--- src/rtl/led_flash_seq_pkg.sv ---
// Shared definitions for the LED pattern engine.
//   mode_e  : switch-selected display mode codes
//   dir_e   : sweep direction used by BOUNCE
//   LED_OFF : pin level that leaves an LED dark (LEDs are active low)
//   LED_ON  : pin level that lights an LED
package led_flash_seq_pkg;

    typedef enum logic [1:0] {
        MODE_DECODE = 2'b00,
        MODE_RUN    = 2'b01,
        MODE_BOUNCE = 2'b10,
        MODE_BLINK  = 2'b11
    } mode_e;

    typedef enum logic {
        DIR_UP   = 1'b0,
        DIR_DOWN = 1'b1
    } dir_e;

    localparam logic LED_OFF = 1'b1;
    localparam logic LED_ON  = 1'b0;

endpackage

--- src/rtl/led_flash_seq_prescaler.sv ---
// Step-rate prescaler: produces one tick every STEP_DIV enabled cycles.
//   i_clk  : system clock
//   i_rst  : asynchronous active-high reset
//   i_en   : count enable; 0 holds the counter
//   i_clr  : synchronous clear, also suppresses the tick in that cycle
//   o_tick : combinational tick, high on the last count of each period
module led_prescaler #(
    parameter int STEP_DIV = 4,
    parameter int CNT_W    = 24
) (
    input  logic i_clk,
    input  logic i_rst,
    input  logic i_en,
    input  logic i_clr,
    output logic o_tick
);

    localparam logic [CNT_W-1:0] LP_LAST = CNT_W'(STEP_DIV - 1);

    logic [CNT_W-1:0] r_cnt;
    logic             w_term;

    assign w_term = (r_cnt == LP_LAST);
    assign o_tick = i_en & w_term & ~i_clr;

    always_ff @(posedge i_clk or posedge i_rst) begin
        if (i_rst) begin
            r_cnt <= '0;
        end else if (i_clr) begin
            r_cnt <= '0;
        end else if (i_en) begin
            r_cnt <= w_term ? '0 : r_cnt + 1'b1;
        end
    end

endmodule

--- src/rtl/led_flash_seq.sv ---
// LED pattern engine: drives N_LED active-low LEDs from board switches in
// DECODE, RUN, BOUNCE and BLINK modes. led[N_LED-1] is position 0.
//   i_clk  : system clock
//   i_rst  : asynchronous active-high reset
//   i_sw   : position select from switches (asynchronous, synchronised here)
//   i_mode : mode select (asynchronous, synchronised here)
//   i_en   : run enable; 0 freezes the animation (DECODE keeps tracking)
//   o_led  : registered LED drive, 0 = lit
//   o_step : registered one-cycle pulse on every animation step
module led_flash_seq
    import led_flash_seq_pkg::*;
#(
    parameter int N_LED    = 8,
    parameter int SEL_W    = 3,
    parameter int STEP_DIV = 4,
    parameter int CNT_W    = 24
) (
    input  logic             i_clk,
    input  logic             i_rst,
    input  logic [SEL_W-1:0] i_sw,
    input  logic [1:0]       i_mode,
    input  logic             i_en,
    output logic [N_LED-1:0] o_led,
    output logic             o_step
);

    localparam logic [SEL_W:0]   LP_N_EXT  = (SEL_W + 1)'(N_LED);
    localparam logic [SEL_W-1:0] LP_LAST   = SEL_W'(N_LED - 1);
    localparam logic [SEL_W-1:0] LP_PEN    = SEL_W'(N_LED - 2);
    localparam logic [N_LED-1:0] LP_ALLOFF = {N_LED{LED_OFF}};
    localparam logic [N_LED-1:0] LP_ALLON  = {N_LED{LED_ON}};

    // One dark-to-lit bit at the position; out-of-range positions light nothing.
    function automatic logic [N_LED-1:0] f_dec(input logic [SEL_W-1:0] p);
        logic [N_LED-1:0] v;
        v = LP_ALLOFF;
        for (int i = 0; i < N_LED; i++) begin
            if (int'(p) == N_LED - 1 - i) v[i] = LED_ON;
        end
        return v;
    endfunction

    logic [SEL_W-1:0] r_sw_m, r_sw_s;
    mode_e            r_mode_m, r_mode_s, r_mode_q;
    logic [SEL_W-1:0] r_pos;
    dir_e             r_dir;
    logic             r_phase;
    logic [N_LED-1:0] r_led;
    logic             r_step;

    logic             w_mode_chg;
    logic             w_tick;
    logic             w_sw_ok;
    logic [SEL_W-1:0] w_pos_nxt;
    dir_e             w_dir_nxt;
    logic             w_phase_nxt;
    logic [N_LED-1:0] w_led_nxt;

    assign w_mode_chg = (r_mode_s != r_mode_q);
    assign w_sw_ok    = ({1'b0, r_sw_s} < LP_N_EXT);

    // Clearing on a mode change realigns the step grid to the new pattern.
    led_prescaler #(
        .STEP_DIV (STEP_DIV),
        .CNT_W    (CNT_W)
    ) u_prescaler (
        .i_clk  (i_clk),
        .i_rst  (i_rst),
        .i_en   (i_en),
        .i_clr  (w_mode_chg),
        .o_tick (w_tick)
    );

    always_ff @(posedge i_clk or posedge i_rst) begin
        if (i_rst) begin
            r_sw_m   <= '0;
            r_sw_s   <= '0;
            r_mode_m <= MODE_DECODE;
            r_mode_s <= MODE_DECODE;
            r_mode_q <= MODE_DECODE;
            r_pos    <= '0;
            r_dir    <= DIR_UP;
            r_phase  <= 1'b0;
            r_led    <= LP_ALLOFF;
            r_step   <= 1'b0;
        end else begin
            r_sw_m   <= i_sw;
            r_sw_s   <= r_sw_m;
            r_mode_m <= mode_e'(i_mode);
            r_mode_s <= r_mode_m;
            r_mode_q <= r_mode_s;
            r_pos    <= w_pos_nxt;
            r_dir    <= w_dir_nxt;
            r_phase  <= w_phase_nxt;
            r_led    <= w_led_nxt;
            r_step   <= w_tick;
        end
    end

    // Without a tick everything holds, which is how i_en=0 freezes animations.
    always_comb begin
        w_pos_nxt   = r_pos;
        w_dir_nxt   = r_dir;
        w_phase_nxt = r_phase;
        w_led_nxt   = r_led;
        if (w_mode_chg) begin
            w_pos_nxt   = w_sw_ok ? r_sw_s : '0;
            w_dir_nxt   = DIR_UP;
            w_phase_nxt = 1'b0;
            case (r_mode_s)
                MODE_DECODE: w_led_nxt = f_dec(r_sw_s);
                MODE_BLINK:  w_led_nxt = LP_ALLOFF;
                default:     w_led_nxt = f_dec(w_pos_nxt);
            endcase
        end else begin
            case (r_mode_s)
                MODE_DECODE: w_led_nxt = f_dec(r_sw_s);
                MODE_RUN: begin
                    if (w_tick) begin
                        w_pos_nxt = (r_pos == LP_LAST) ? '0 : r_pos + 1'b1;
                        w_led_nxt = f_dec(w_pos_nxt);
                    end
                end
                MODE_BOUNCE: begin
                    if (w_tick) begin
                        if (r_dir == DIR_UP) begin
                            if (r_pos == LP_LAST) begin
                                w_dir_nxt = DIR_DOWN;
                                w_pos_nxt = LP_PEN;
                            end else begin
                                w_pos_nxt = r_pos + 1'b1;
                            end
                        end else begin
                            if (r_pos == '0) begin
                                w_dir_nxt = DIR_UP;
                                w_pos_nxt = SEL_W'(1);
                            end else begin
                                w_pos_nxt = r_pos - 1'b1;
                            end
                        end
                        w_led_nxt = f_dec(w_pos_nxt);
                    end
                end
                default: begin
                    if (w_tick) begin
                        w_phase_nxt = ~r_phase;
                        w_led_nxt   = w_phase_nxt ? LP_ALLON : LP_ALLOFF;
                    end
                end
            endcase
        end
    end

    assign o_led  = r_led;
    assign o_step = r_step;

endmodule

--- config.mk ---
export PLATFORM = sky130hd
export DESIGN_NAME = led_flash_seq
export DESIGN_NICKNAME = d
export VERILOG_FILES = /design/src/rtl/led_flash_seq_pkg.sv /design/src/rtl/led_flash_seq_prescaler.sv /design/src/rtl/led_flash_seq.sv
export SDC_FILE = /design/constraint.sdc
export NUM_CORES = 1
export LEC_CHECK = 0
export ABC_CLOCK_PERIOD_IN_PS = 2300
export CAP_MARGIN = 20
export CORE_MARGIN = 3
export CORE_UTILIZATION = 54
export DETAILED_ROUTE_END_ITERATION = 12
export GPL_TIMING_DRIVEN = 1
export PLACE_DENSITY = 0.77
export SYNTH_ARGS = -nofsm -noshare
export SYNTH_HDL_FRONTEND = slang
export SYNTH_SLANG_ARGS = --single-unit
--- constraint.sdc ---
create_clock -name i_clk -period 2.3 [get_ports i_clk]
set_clock_uncertainty 0.05 [all_clocks]
set_input_delay 0.46 -clock i_clk [delete_from_list [all_inputs] [get_ports i_clk]]
set_output_delay 0.46 -clock i_clk [all_outputs]
set_load 0.02 [all_outputs]
==> reports/metrics.csv <==
stage,metric,value,unit
run_status,status,"finished, final reports clean",
critical_path,Worst setup startpoint,r_pos[0],
clocking,clk sink count,50,
clocking,TritonCTS clock tree,yes,
global_routing,gr usage total,23.9,%
detailed_routing,1st-pass router iterations,5,
critical_path,worst path arrival time,2.44,ns
yosys,Area contributors post-synth,"dfrtp_1 (34%), dfstp_2 (6.8%), xor2_1 (5.7%), ha_1 (5.3%), nor2_1 (4.4%)",
detailed_routing,Iteration-0 DRC Markers,286,
min_path,worst hold path class,reg2reg,
sta,setup TNS,0,ns
floorplanning,DIE AREA,6670,sq um
floorplanning,Die H,81.7,microns
placed_design,dpl hpwl,5320,microns
clocking,clock slew at reported path FFs,0.09,ns
clocking,H-tree levels,2,
run,Max Cap Violations,0,
critical_path,crit end category,flop,
critical_path,worst r2r path cells,8,
power,Worst IR Drop VDD,0.488,mV
detailed_routing,via count,2681,
layout,Final #Nets,382,
sta,Slew HR,67.7,%
placed_design,RePlAce Congestion,0.943,
layout,layout cells sized above 1,19.6,%
critical_path,Setup crit end,o_led[4],
clocking,hold buffers post-CTS,0,
yosys,Post-Synthesis Cells,331,
floorplanning,Cell Rows,26,
detailed_routing,WL/cell,16.7,microns
critical_path,launching point of the worst reg2reg path,r_pos[0],
power,Leak,1.49,nW
detailed_routing,antenna-violating nets left,0,
floorplanning,Core Area,5340,sq um
layout,Diodes inserted,0,
yosys,top cell type's share of synthesized area,34.0,%
yosys,Ys Warns,0,
floorplanning,die width,81.7,microns
clocking,clk buf depth,2,
yosys,sequential area share after synthesis,40.8,%
yosys,syn_area_per_cell,9.35,sq um
yosys,"EDFF count, synth",0,
clocking,TritonCTS buffer count,5,
detailed_routing,Vias/cell,6.21,
sta,Fmax,0.442,GHz
clocking,Clk Tree Root Cell,clkbuf_8,
yosys,Synthesized Nets,352,
sta,fin crit share,98.3,%
yosys,unique cell type count in the Yosys netlist,57,
critical_path,CP peak stage delay,0.48,ns
critical_path,RR Endpoint,o_led[4],
yosys,ys flop type,dfrtp_1,
yosys,leading area contributor after synthesis,dfrtp_1,
sta,Period minus WS final,2.26,ns
sta,worst slew pin tran,0.484,ns
layout,"commonest non-fill, non-tap cells in the layout","dfrtp_1 (40), nor2_1 (36), buf_4 (26)",
detailed_routing,Routed WL,7220,microns
critical_path,Crit Path Category,reg2reg,
global_routing,first-pass GRT wire length,12200,microns
layout,Final Cell Area,3620,sq um
layout,Area growth syn-to-layout,17.0,%
critical_path,CP Launch Type,flop,
placed_design,Placed Area,3460,sq um
critical_path,flop2flop setup slack,0.04,ns
sta,Slew Limit Fails,0,
yosys,Yosys reg bits,50,
min_path,Hold Crit Depth,0,
detailed_routing,DRC errors left,0,
floorplanning,Initial Utilization,58.0,%
global_routing,number of global-route vias before repair,2573,
global_routing,pin count of the biggest net entering global routing,24,
power,pwr/cell area,581,nW/um^2
critical_path,"Slowest-stage cell, CP",or3b_2,
yosys,"FFs w/ async S/R, synth",100,%
layout,Filler cells,415,
critical_path,maximum fanout along the worst path,5,
sta,# setup viols final,0,
placed_design,PortBufs,16,
yosys,synthesized cell area,3090,sq um
global_routing,initial antenna violation count,0,
layout,"commonest non-fill, non-tap cell in the layout",dfrtp_1,
critical_path,CP cell instances,"ha_4, ha_4, or3b_2, a222oi_1, buf_4, nor2_1, nor2_1, o41ai_2",
sta,final hold violations,0,
floorplanning,Ports,17,
global_routing,grt total ovfl,0,
critical_path,critical path required time,2.47,ns
clocking,worst-skew pair later-pin latency,0.30,ns
-- critical path: cells and delay by family (launching register included) --
family,cells,cell delay [ns]
adder cells (fa/ha/maj),2,0.35
AO/OA/AOI/OAI,2,0.48
flip-flops,1,0.45
AND/OR/NAND/NOR,3,0.67
buffers and inverters,1,0.19
-- power breakdown --
group | total (W) | internal (W) | switching [W]
logic | 0.000620 | 0.000281 | 0.000339
clock network | 0.000496 | 0.000216 | 0.000280
registers | 0.000988 | 0.000946 | 0.0000426
-- registers in the layout (all words and copies together) (netlist names) --
name               cells
r_pos                  3
r_sw_m                 3
u_prescaler.r_cnt     24
r_dir                  1
r_phase                1
o_led                  8
r_sw_s                 3
o_step                 1
r_mode_m               2
r_mode_s               2
r_mode_q               2
-- logic make-up (layout without fill, tap and decap cells) --
group	Yosys count	in the layout	share of synthesized area, %
AOI/OAI and AO/OA	66	66	16.1
xor gates and xnor gates	27	27	7.64
adders and majority gates	13	13	5.26
buffers and inverters	36	67	4.93
DFF	50	50	40.8
and+or+nand+nor	135	135	23.9
muxes	4	4	1.46
-- cell usage after synthesis (3+ instances only) --
cell	count
nand4_1	13
and4_1	7
nand2b_1	7
nor2_1	36
ha_1	13
xnor2_1	7
mux2_2	4
o21a_1	3
nor3_1	8
nand3_1	13
nand2_1	22
nor4_1	4
xor2_1	20
clkbuf_1	16
o311ai_0	3
o21ai_0	9
a21oi_1	9
dfstp_2	8
and2_1	4
o211ai_1	6
a31oi_1	3
a22oi_1	4
and3_1	6
inv_1	16
dfrtp_1	42
-- layout make-up --
cell class | count | area, sq um | share of cell area [%]
Tap cell | 70 | 87.6 | 2.42
Sequential cell | 50 | 1260 | 34.9
Inverter | 16 | 60.1 | 1.66
Clock buffer | 7 | 76.3 | 2.11
Clock inverter | 1 | 7.51 | 0.207
Multi-Input combinational cell | 245 | 1750 | 48.3
Timing Repair Buffer | 43 | 375 | 10.4
-- stage by stage --
stage	hold slack [ns]	power (W)	utilization [%]	worst slack (ns)	cells
2_1_floorplan	0.281	0.00135	-	0.0156	331
3_3_place_gp	0.283	0.00155	64.8	0.0857	423
3_5_place_dp	0.285	0.00156	64.8	0.0113	423
4_1_cts	0.299	0.00206	66.4	0.00756	431
5_1_grt	0.305	0.00222	67.8	-0.0506	432
6_report	0.292	0.00210	67.8	0.0385	432
-- layer usage --
| metal | vias to the layer above | global-route usage [%] | share of wire [%] |
|---|---|---|---|
| met3 | 15 | 4.93 | 6.5 |
| met1 | 1290 | 33.4 | 45 |
| li1 | 1255 | - | - |
| met5 | - | 0 | 0 |
| met4 | 0 | 5.15 | 1.2 |
| met2 | 121 | 38.5 | 47 |
-- repair_timing --
| item | CTS | global route |
|---|---|---|
| setup buffers | 0 | 1 |
| pin swaps | 0 | 6 |
| endpoints found under the setup margin | 1 | 2 |
| gates cloned | 0 | 0 |
| gates resized for setup | 1 | 12 |
-- worst min-delay path by stage --
stage	from	to	slack [ns]
final	r_sw_m[1]	r_sw_s[1]	0.29
after global routing	r_mode_m[1]	r_mode_s[1]	0.31
after CTS	r_sw_m[1]	r_sw_s[1]	0.30
after detailed placement	r_mode_m[1]	r_mode_s[1]	0.28
after global placement	r_mode_m[1]	r_mode_s[1]	0.28
after floorplan	r_mode_m[0]	r_mode_s[0]	0.28
Power figures use the tool's default switching activity.
